**src/rtl/mips_avalon_pkg.sv**
```systemverilog
// Shared types for the MIPS Avalon arbiter: FSM states, grant encodings and the
// master-side request bundle.
package mips_avalon_pkg;

  typedef enum logic [1:0] {
    StIdle = 2'd0,
    StGntI = 2'd1,
    StGntD = 2'd2
  } arb_state_e;

  localparam logic [1:0] GrantNone  = 2'b00;
  localparam logic [1:0] GrantInstr = 2'b01;
  localparam logic [1:0] GrantData  = 2'b10;

  localparam logic LastInstr = 1'b0;
  localparam logic LastData  = 1'b1;

  typedef struct packed {
    logic [31:0] address;
    logic        read;
    logic        write;
    logic [31:0] writedata;
    logic [3:0]  byteenable;
  } avalon_req_t;

endpackage

```
**src/rtl/mips_rr_arbiter2.sv**
```systemverilog
// Two-input round-robin picker; on a tie the port not granted last time wins.
module mips_rr_arbiter2
  import mips_avalon_pkg::*;
(
  input  logic clk,
  input  logic reset,
  input  logic req_i,
  input  logic req_d,
  input  logic take,
  output logic pick_i,
  output logic pick_d
);

  logic last_grant_q;

  always_comb begin
    pick_i = req_i;
    pick_d = req_d;
    if (req_i && req_d) begin
      pick_i = (last_grant_q == LastData);
      pick_d = (last_grant_q == LastInstr);
    end
  end

  // Resetting to data lets the instruction master win the first tie.
  always_ff @(posedge clk or posedge reset) begin
    if (reset) begin
      last_grant_q <= LastData;
    end else if (take && (pick_i || pick_d)) begin
      last_grant_q <= pick_d ? LastData : LastInstr;
    end
  end

endmodule

```
**src/rtl/mips_avalon_arbiter.sv**
```systemverilog
// Shares one Avalon slave between the instruction-fetch and data masters, one
// transaction per grant with a forced idle cycle in between; flags long stalls.
module mips_avalon_arbiter
  import mips_avalon_pkg::*;
#(
  parameter int unsigned TIMEOUT = 1024
) (
  input  logic        clk,
  input  logic        reset,
  input  logic [31:0] i_address,
  input  logic        i_read,
  output logic        i_waitrequest,
  output logic [31:0] i_readdata,
  input  logic [31:0] d_address,
  input  logic        d_read,
  input  logic        d_write,
  input  logic [31:0] d_writedata,
  input  logic [3:0]  d_byteenable,
  output logic        d_waitrequest,
  output logic [31:0] d_readdata,
  output logic [31:0] m_address,
  output logic        m_read,
  output logic        m_write,
  output logic [31:0] m_writedata,
  output logic [3:0]  m_byteenable,
  input  logic        m_waitrequest,
  input  logic [31:0] m_readdata,
  output logic [1:0]  grant,
  output logic        timeout_err
);

  arb_state_e  state_q;
  logic [1:0]  grant_q;
  logic [31:0] stall_cnt_q;
  logic        timeout_err_q;

  logic        req_i, req_d, pick_i, pick_d, cur_req, stall_hit;
  logic [31:0] stall_next;
  avalon_req_t i_req, d_req, m_req;

  assign req_i = i_read;
  assign req_d = d_read | d_write;

  mips_rr_arbiter2 u_rr (
    .clk    (clk),
    .reset  (reset),
    .req_i  (req_i),
    .req_d  (req_d),
    .take   (state_q == StIdle),
    .pick_i (pick_i),
    .pick_d (pick_d)
  );

  assign i_req = '{address: i_address, read: i_read, write: 1'b0, writedata: 32'h0,
                   byteenable: 4'hF};
  assign d_req = '{address: d_address, read: d_read, write: d_write, writedata: d_writedata,
                   byteenable: d_byteenable};

  assign cur_req    = (state_q == StGntI) ? req_i : req_d;
  assign stall_next = (stall_cnt_q == 32'hFFFF_FFFF) ? stall_cnt_q : stall_cnt_q + 32'd1;
  assign stall_hit  = (TIMEOUT != 0) && (stall_next == 32'(TIMEOUT));

  always_ff @(posedge clk or posedge reset) begin
    if (reset) begin
      state_q       <= StIdle;
      grant_q       <= GrantNone;
      stall_cnt_q   <= '0;
      timeout_err_q <= 1'b0;
    end else begin
      unique case (state_q)
        StIdle: begin
          stall_cnt_q <= '0;
          if (pick_i) begin
            state_q <= StGntI;
            grant_q <= GrantInstr;
          end else if (pick_d) begin
            state_q <= StGntD;
            grant_q <= GrantData;
          end
        end
        StGntI, StGntD: begin
          if (m_waitrequest) begin
            stall_cnt_q <= stall_next;
            if (stall_hit) timeout_err_q <= 1'b1;
          end
          // Completion or a dropped request both return to idle; no abort on timeout.
          if (!cur_req || !m_waitrequest) begin
            state_q <= StIdle;
            grant_q <= GrantNone;
          end
        end
        default: begin
          state_q <= StIdle;
          grant_q <= GrantNone;
        end
      endcase
    end
  end

  always_comb begin
    m_req         = '0;
    i_waitrequest = 1'b1;
    d_waitrequest = 1'b1;
    i_readdata    = 32'h0;
    d_readdata    = 32'h0;
    unique case (state_q)
      StGntI: begin
        m_req         = i_req;
        i_waitrequest = m_waitrequest;
        i_readdata    = m_readdata;
      end
      StGntD: begin
        m_req         = d_req;
        d_waitrequest = m_waitrequest;
        d_readdata    = m_readdata;
      end
      default: ;
    endcase
  end

  assign m_address    = m_req.address;
  assign m_read       = m_req.read;
  assign m_write      = m_req.write;
  assign m_writedata  = m_req.writedata;
  assign m_byteenable = m_req.byteenable;
  assign grant        = grant_q;
  assign timeout_err  = timeout_err_q;

endmodule

```
**config.mk**
```make
export PLATFORM = sky130hd
export DESIGN_NAME = mips_avalon_arbiter
export DESIGN_NICKNAME = d
export VERILOG_FILES = /design/src/rtl/mips_avalon_pkg.sv /design/src/rtl/mips_rr_arbiter2.sv /design/src/rtl/mips_avalon_arbiter.sv
export SDC_FILE = /design/constraint.sdc
export NUM_CORES = 1
export LEC_CHECK = 0
export ABC_AREA = 1
export BUFFER_PORTS_ARGS = -buffer_cell sky130_fd_sc_hd__clkbuf_2
export CAP_MARGIN = 0
export CORE_MARGIN = 2
export CORE_UTILIZATION = 25
export CTS_BUF_LIST = sky130_fd_sc_hd__clkbuf_2 sky130_fd_sc_hd__clkbuf_4 sky130_fd_sc_hd__clkbuf_8
export CTS_CLUSTER_DIAMETER = 80
export DETAILED_ROUTE_END_ITERATION = 16
export PLACE_DENSITY_LB_ADDON = 0.12
export SETUP_SLACK_MARGIN = 0.02
export SLEW_MARGIN = 20
export SYNTH_ARGS = -nofsm -noshare
export SYNTH_HDL_FRONTEND = slang
export SYNTH_SLANG_ARGS = --single-unit
```
**constraint.sdc**
```tcl
create_clock -name clk -period 1.9 [get_ports clk]
set_input_delay 0.38 -clock clk [delete_from_list [all_inputs] [get_ports clk]]
set_output_delay 0.38 -clock clk [all_outputs]
set_load 0.005 [all_outputs]
```
==> results of run 1 <==
metal layers:
layer	track usage, %	vias to the layer above
met5	0	-
met4	6.83	2
met3	4.22	25
met2	33.7	213
met1	29.8	2544
li1	-	2926
cell usage in the layout, fill, tap and decap left out, types with 3 or more instances in the layout:
master    Yosys  final
a21oi_2       0     23
inv_1       145    140
inv_2         2      6
a21oi_1      38     13
buf_4         0     59
buf_12        0      9
ha_4          0      3
nand3_1      44     44
clkbuf_2      0    249
o22ai_1       5      5
buf_2         0     26
buf_6         2      8
o21ai_0      40     37
nand2_4       3     15
nor2_4        5     10
clkbuf_8      0      6
nand2_2       1     20
buf_8         1      3
nand3b_1      4      4
nor2_1       66     55
nand2_1     307    276
nor2_2        3      9
xor2_1        7      7
dfrtp_1      35     34
layout make-up:
cell class,count,area [um^2]
clock inverter,2,10.0
timing repair buffer,358,2240
tap,216,270
clock buffer,6,82.6
inverter,150,576
sequential,36,903
multi-input combinational,538,2750
fill,1759,8880
stage by stage:
stage / instances / util [%] / cell area [um^2] / setup slack [ns] / TNS (ns)
4_1_cts: 1302 / 41.9 / 6580 / -0.0734 / -1.60
5_1_grt: 1306 / 43.5 / 6830 / -0.162 / -8.73
3_3_place_gp: 1283 / 38.6 / 6070 / -0.113 / -0.113
3_5_place_dp: 1283 / 38.6 / 6070 / -0.0826 / -0.0826
2_1_floorplan: 752 / - / 3990 / 0.0408 / 0
6_report: 1306 / 43.5 / 6830 / -0.0844 / -3.04
state kept, by name, summed over array words and instances (netlist names):
register and flops:
u_rr.last_grant_q 1, timeout_err 1, stall_cnt_q 32, grant 2
power groups by stage:
stage / registers (mW) / logic, mW / clock network [mW]
global route: 0.902 / 6.14 / 0.656
floorplan: 0.911 / 2.04 / 0
detailed placement: 0.897 / 4.30 / 0
global placement: 0.896 / 4.33 / 0
CTS: 0.890 / 5.28 / 0.632
finish: 0.893 / 5.65 / 0.611
worst max path at each step:
| stage | slack [ns] | to | cells after the start |
|---|---|---|---|
| final | -0.08 | m_address[2] | 7 |
| after global placement | -0.11 | timeout_err | 13 |
| after detailed placement | -0.08 | timeout_err | 13 |
| after global routing | -0.16 | m_address[1] | 7 |
| after floorplan | 0.04 | timeout_err | 15 |
| after CTS | -0.07 | m_address[10] | 7 |
what timing repair did:
| item | 4_1_cts | 5_1_grt |
|---|---|---|
| gates resized for setup | 80 | 77 |
| pin swaps | 20 | 15 |
| endpoints found under the setup margin | 105 | 133 |
| gates cloned | 3 | 2 |
| hold buffers | 0 | 0 |
| hold endpoints to repair | 0 | 0 |
| buffers inserted | 9 | 2 |
cell families after synthesis:
family | count (synthesis)
buffers and inverters | 179
adder cells (fa/ha/maj) | 4
AO/OA/AOI/OAI | 85
XOR/XNOR | 9
flip-flops | 36
AND/OR/NAND/NOR | 439
worst max-delay path, delay by kind of cell (launching register included):
family / cells / cell delay [ns]
compound gates: 1 / 0.14
buf+inv: 4 / 0.55
flops: 1 / 0.41
simple gates: 1 / 0.05
fa+ha+maj: 1 / 0.17
==> impl_metrics.json, run 1 <==
{
  "switching_share_pct": 48.3,
  "hold_viol": 0,
  "synthAdderAreaFrac_pct": 1.26,
  "num_vias": 5710,
  "ys_warn_count": 0,
  "slowest_stage": "dfrtp_1",
  "ant_nets": 0,
  "end_kind": "output pin",
  "grt_pass1_wl_um": 27800,
  "combPwrFrac_pct": 79.0,
  "yosysSeqAreaShare_pct": 22.6,
  "finalWirelength_um": 19500,
  "grt_overflow_total": 0,
  "yosysTopAreaCell": "nand2_1",
  "synth_cell_types": 32,
  "antenna_found_initial": 1,
  "port-buffer-count": 276,
  "synth_mux_area_share_pct": 0,
  "synth_top_family_by_area": "simple AND/OR/NAND/NOR gates",
  "dp_hpwl_um": 15700,
  "fmax_mhz": 504,
  "core_area_um2": 15700,
  "cts_tree": "built",
  "netlist_area_um2": 3990,
  "rr_worst_depth": 14,
  "cts_root_buffer": "clkbuf_8",
  "worstPathRequired_ns": 1.52,
  "wl_met1_um": 8590,
  "drtIter0Drc": 346,
  "seq_power_share_pct": 12.5,
  "ir_drop_v": 0.000582,
  "post_drt_via_cell_ratio": 4.37,
  "violations": "negative setup slack",
  "die_w_um": 130,
  "cts_sinks": 36,
  "cap_violations": 0,
  "reg2reg_from": "stall_cnt_q[1]",
  "rsz0062_at_grt": "true",
  "grt_pass1_vias": 5136,
  "place_congestion": 0.899,
  "powerDensity_nw_per_um2": 1050,
  "synthXorXnorAreaFrac_pct": 2.17,
  "clkTransAtPathRegs_ns": 0.08,
  "clock_skew_ns": 0.00677,
  "wl_met2_um": 8990,
  "setup_violations": 57,
  "yosys-top-cells-count": "307 x nand2_1, 145 x inv_1, 66 x nor2_1",
  "dr.pass1.iters": 4,
  "worstPathCellList": "inv_2 -> ha_4 -> buf_12 -> buf_8 -> nand2_4 -> a21oi_2 -> buf_2",
  "met3_length_um": 1400,
  "netlist_instances": 752,
  "post-route-min-period_ns": 1.98,
  "fin_nets": 1231,
  "p_total_mw": 7.15,
  "syn_area_per_cell_um2": 5.30,
  "die_area_um2": 17000,
  "period_share_pct": 104,
  "p_leak_nw": 4.12,
  "critical_path_class": "reg2out",
  "die_y_um": 130,
  "clkLatencyLatePin_ns": 0.30,
  "synthArstFlopShare_pct": 100,
  "antenna_cells": 0,
  "boundaryPins": 277,
  "layout_setup_ws_ns": -0.0844,
  "hp-class": "in2async",
  "clock_power_share_pct": 8.5,
  "synth-edff-count": 0,
  "wl_per_cell_um": 14.9,
  "start_util_pct": 25.4,
  "drc_errors": 0,
  "switchingPower_mw": 3.46,
  "rr_endpoint": "timeout_err",
  "critPathMaxStageDelay_ns": 0.41,
  "yosysMostFrequentCell": "nand2_1",
  "ys.flop_type": "dfrtp_1",
  "slew_violations": 0,
  "worstPathArrival_ns": 1.60,
  "cp-start-kind": "flop",
  "status": "finished, violations left",
  "synthToLayoutAreaGrowth_pct": 71.5,
  "clk_path_buf_depth": 2,
  "htreeDepth": 2,
  "rows": 46,
  "top_layer": "met5",
  "fin_hold_ws_ns": 0.176,
  "intPower_mw": 3.70,
  "cts_buffers": 5,
  "critPathLaunch": "grant[0]",
  "yosys.area_share.simple_pct": 45.3,
  "synth.top_cell.area_share_pct": 28.9,
  "ys_ff_latch": 36,
  "synth_fp_nets": 894,
  "synth_compound_gate_area_share_pct": 11.0,
  "worstMarginPinSlew_ns": 0.518,
  "r2r_slack_ns": 0.02,
  "grt_use_total_pct": 21.5,
  "slew_headroom_pct": 65.5,
  "crit_fanout": 7,
  "drive_above_1_share_pct": 42.8,
  "synthTopCellsByArea": "nand2_1 29%, dfrtp_1 22%, inv_1 14%, nor2_1 6.2%, nand3_1 5.5%",
  "grt_max_degree": 37
}
Note: power is estimated with default switching activity, not from simulation.
==> run 2, diff against run 1 <==
Settings changed: ABC_AREA 1 to not set.
==> run 2 against run 1 <==
The run still ends with negative setup slack left. Routed wire length up 30%. First-iteration DRC count shrank 24%. Clock skew decreased by 0.0021 ns. Die area down 2.7%. Worst hold slack better by 0.0082 ns. Count of clock-buffer cells in the layout is 2 higher. Fmax is 19% lower. Sequential cell count is the same. Global-route usage increased by 6.8 points. Largest cell class is now non-clock buffers.
==> impl_metrics.json, run 2 <==
{
  "status": "finished, violations left",
  "violations": "negative setup slack",
  "dr.pass1.iters": 5,
  "worstPathRequired_ns": 2.11,
  "core_area_um2": 15100,
  "rsz0062_at_grt": "true",
  "crit_family": "simple AND/OR/NAND/NOR gates",
  "ys_warn_count": 0,
  "finalWirelength_um": 25400,
  "setup_violations": 158,
  "r2r_slack_ns": -0.55,
  "final_common_cell": "clkbuf_2",
  "htreeDepth": 2,
  "powerDensity_nw_per_um2": 1310,
  "cts_tree": "built",
  "start_util_pct": 25.6,
  "critPathMaxStageDelay_ns": 0.40,
  "worstPathCellList": "buf_4 -> buf_4 -> nand4_1 -> or3_4 -> a31oi_1 -> buf_4 -> nand4_1 -> a221oi_1 -> nand4_1 -> o31ai_2",
  "netlist_area_um2": 3870,
  "ys.flop_type": "dfrtp_1",
  "synthToLayoutAreaGrowth_pct": 144,
  "fin_nets": 1113,
  "clock_skew_ns": 0.00465,
  "critPathBufInv": 3,
  "synth.top_cell.area_share_pct": 22.6,
  "ant_nets": 0,
  "hp-class": "in2async",
  "antenna_found_initial": 3,
  "synth_fp_nets": 685,
  "grt_overflow_total": 0,
  "yosysMostFrequentCell": "and2_1",
  "synth-edff-count": 0,
  "num_vias": 6071,
  "end_kind": "flop",
  "synthTopCellsByArea": "dfrtp_1 23%, and2_1 16%, a22oi_1 6.6%, nor2_1 6.5%, o21ai_0 6.5%",
  "netlist_instances": 543,
  "boundaryPins": 277,
  "cts_root_buffer": "clkbuf_8",
  "p_total_mw": 12.4,
  "die_w_um": 128,
  "clkLatencyLatePin_ns": 0.29,
  "drc_errors": 0,
  "ir_drop_v": 0.00148,
  "rows": 45,
  "p_leak_nw": 4.33,
  "worstPathArrival_ns": 2.66,
  "die_area_um2": 16500,
  "yosysSeqAreaShare_pct": 23.3,
  "final_area_um2": 9430,
  "crit_fanout": 7,
  "die_y_um": 128,
  "instances_no_fill": 1162,
  "layout_setup_ws_ns": -0.553,
  "clkTransAtPathRegs_ns": 0.08,
  "hold_viol": 0,
  "grt_pass1_wl_um": 35300,
  "dp_cells": 1078,
  "slew_headroom_pct": 64.8,
  "synth_cell_types": 59,
  "slowest_stage": "dfrtp_1",
  "cap_violations": 0,
  "syn_area_per_cell_um2": 7.13,
  "grt_pass1_vias": 5970,
  "place_congestion": 1.04,
  "layout_common_cells": "157 x clkbuf_2, 131 x buf_6, 110 x buf_4, 96 x and2_4",
  "critical_path_class": "reg2reg",
  "reg2reg_from": "stall_cnt_q[0]",
  "slew_violations": 0,
  "post-route-min-period_ns": 2.45,
  "grt_max_degree": 37,
  "top_register": "stall_cnt_q",
  "drive_above_1_share_pct": 74.1,
  "cp-start-kind": "flop",
  "wl_per_cell_um": 21.9,
  "yosysTopAreaCell": "dfrtp_1",
  "ys_ff_latch": 36,
  "port-buffer-count": 276,
  "cts_buffers": 5,
  "place_area_um2": 6260,
  "critPathLaunch": "stall_cnt_q[0]",
  "fmax_mhz": 408,
  "dp_hpwl_um": 17300,
  "post_drt_via_cell_ratio": 5.22,
  "period_share_pct": 129,
  "cts_sinks": 36,
  "worstMarginPinSlew_ns": 0.528,
  "yosys-top-cells-count": "98 x and2_1, 67 x nor2_1, 50 x o21ai_0",
  "grt_use_total_pct": 28.3,
  "largest_reg_flops": 32,
  "clk_path_buf_depth": 2,
  "drtIter0Drc": 264,
  "synthArstFlopShare_pct": 100
}
## run 2: cell count changes after synthesis, moves of 9 or more
cell	before	now
a21oi_1	38	21
a22oi_1	0	34
a31oi_1	0	12
and2_1	1	98
buf_2	0	10
clkbuf_1	19	29
inv_1	145	8
nand2_1	307	36
nand3_1	44	16
nand4_1	2	17
nor3_1	1	10
o21ai_0	40	50
## run 2: final cells by class
cell class	instances	area (um^2)
inverter	8	33.8
antenna	2	5.00
multi-input combinational	451	3840
timing repair buffer	469	4320
clock buffer	8	104
tap	188	235
sequential	36	902
fill	1309	5710
## run 2: worst min-delay path, delay by kind of cell
family   cells  cell delay [ns]
buf+inv      3             0.55
## run 2: metal layers
| layer | vias to the layer above | part of all wire, % | global-route usage [%] | routed length (um) |
|---|---|---|---|---|
| li1 | 2830 | - | - | - |
| met1 | 2966 | 42 | 36.7 | 10600 |
| met2 | 239 | 50 | 47.7 | 12600 |
| met3 | 34 | 5.8 | 5.32 | 1470 |
| met4 | 2 | 2.7 | 8.92 | 689 |
| met5 | - | 0.051 | 0 | 13 |
## run 2: report_power, final
part | total [mW] | switching, mW | internal, mW
Clock | 0.654 | 0.308 | 0.346
Sequential | 0.877 | 0.0478 | 0.829
Combinational | 10.8 | 4.83 | 6.02
Total | 12.4 | 5.18 | 7.20
## run 2: kinds of logic (layout without fill, tap and decap cells)
logic type | after synthesis | in the layout | share of synthesized area [%]
buffers and inverters | 56 | 485 | 6.07
AND/OR/NAND/NOR | 279 | 279 | 39.7
adder cells (fa/ha/maj) | 4 | 4 | 1.29
multiplexers | 2 | 2 | 0.517
AO/OA/AOI/OAI | 154 | 154 | 26.4
other | 0 | 2 | 0
flip-flops | 36 | 36 | 23.3
XOR/XNOR | 12 | 12 | 2.71
## run 2: stage by stage
stage	hold WS, ns	utilization (%)	setup TNS (ns)	setup slack [ns]
3_3_place_gp	0.518	41.4	-5.47	-0.574
4_1_cts	0.205	55.2	-25.53	-0.460
5_1_grt	0.229	62.3	-31.28	-0.630
3_5_place_dp	0.525	41.4	-6.51	-0.609
2_1_floorplan	0.450	-	-5.53	-0.585
6_report	0.184	62.3	-21.69	-0.553
## run 2: final timing paths
path / depth (start not counted) / end
min reg2reg: 2 / timeout_err
max: 10 / timeout_err
min: 3 / stall_cnt_q[31]
max reg2reg: 10 / timeout_err
max in group asynchronous: 3 / u_rr.last_grant_q
min in group clk: 2 / u_rr.last_grant_q
## run 2: what timing repair did
| action | 4_1_cts | 5_1_grt |
|---|---|---|
| setup buffers | 38 | 24 |
| pin swaps | 100 | 55 |
| cloned | 23 | 3 |
| hold buffers | 0 | 0 |
| gates resized for setup | 313 | 269 |
| endpoints found under the setup margin | 149 | 170 |
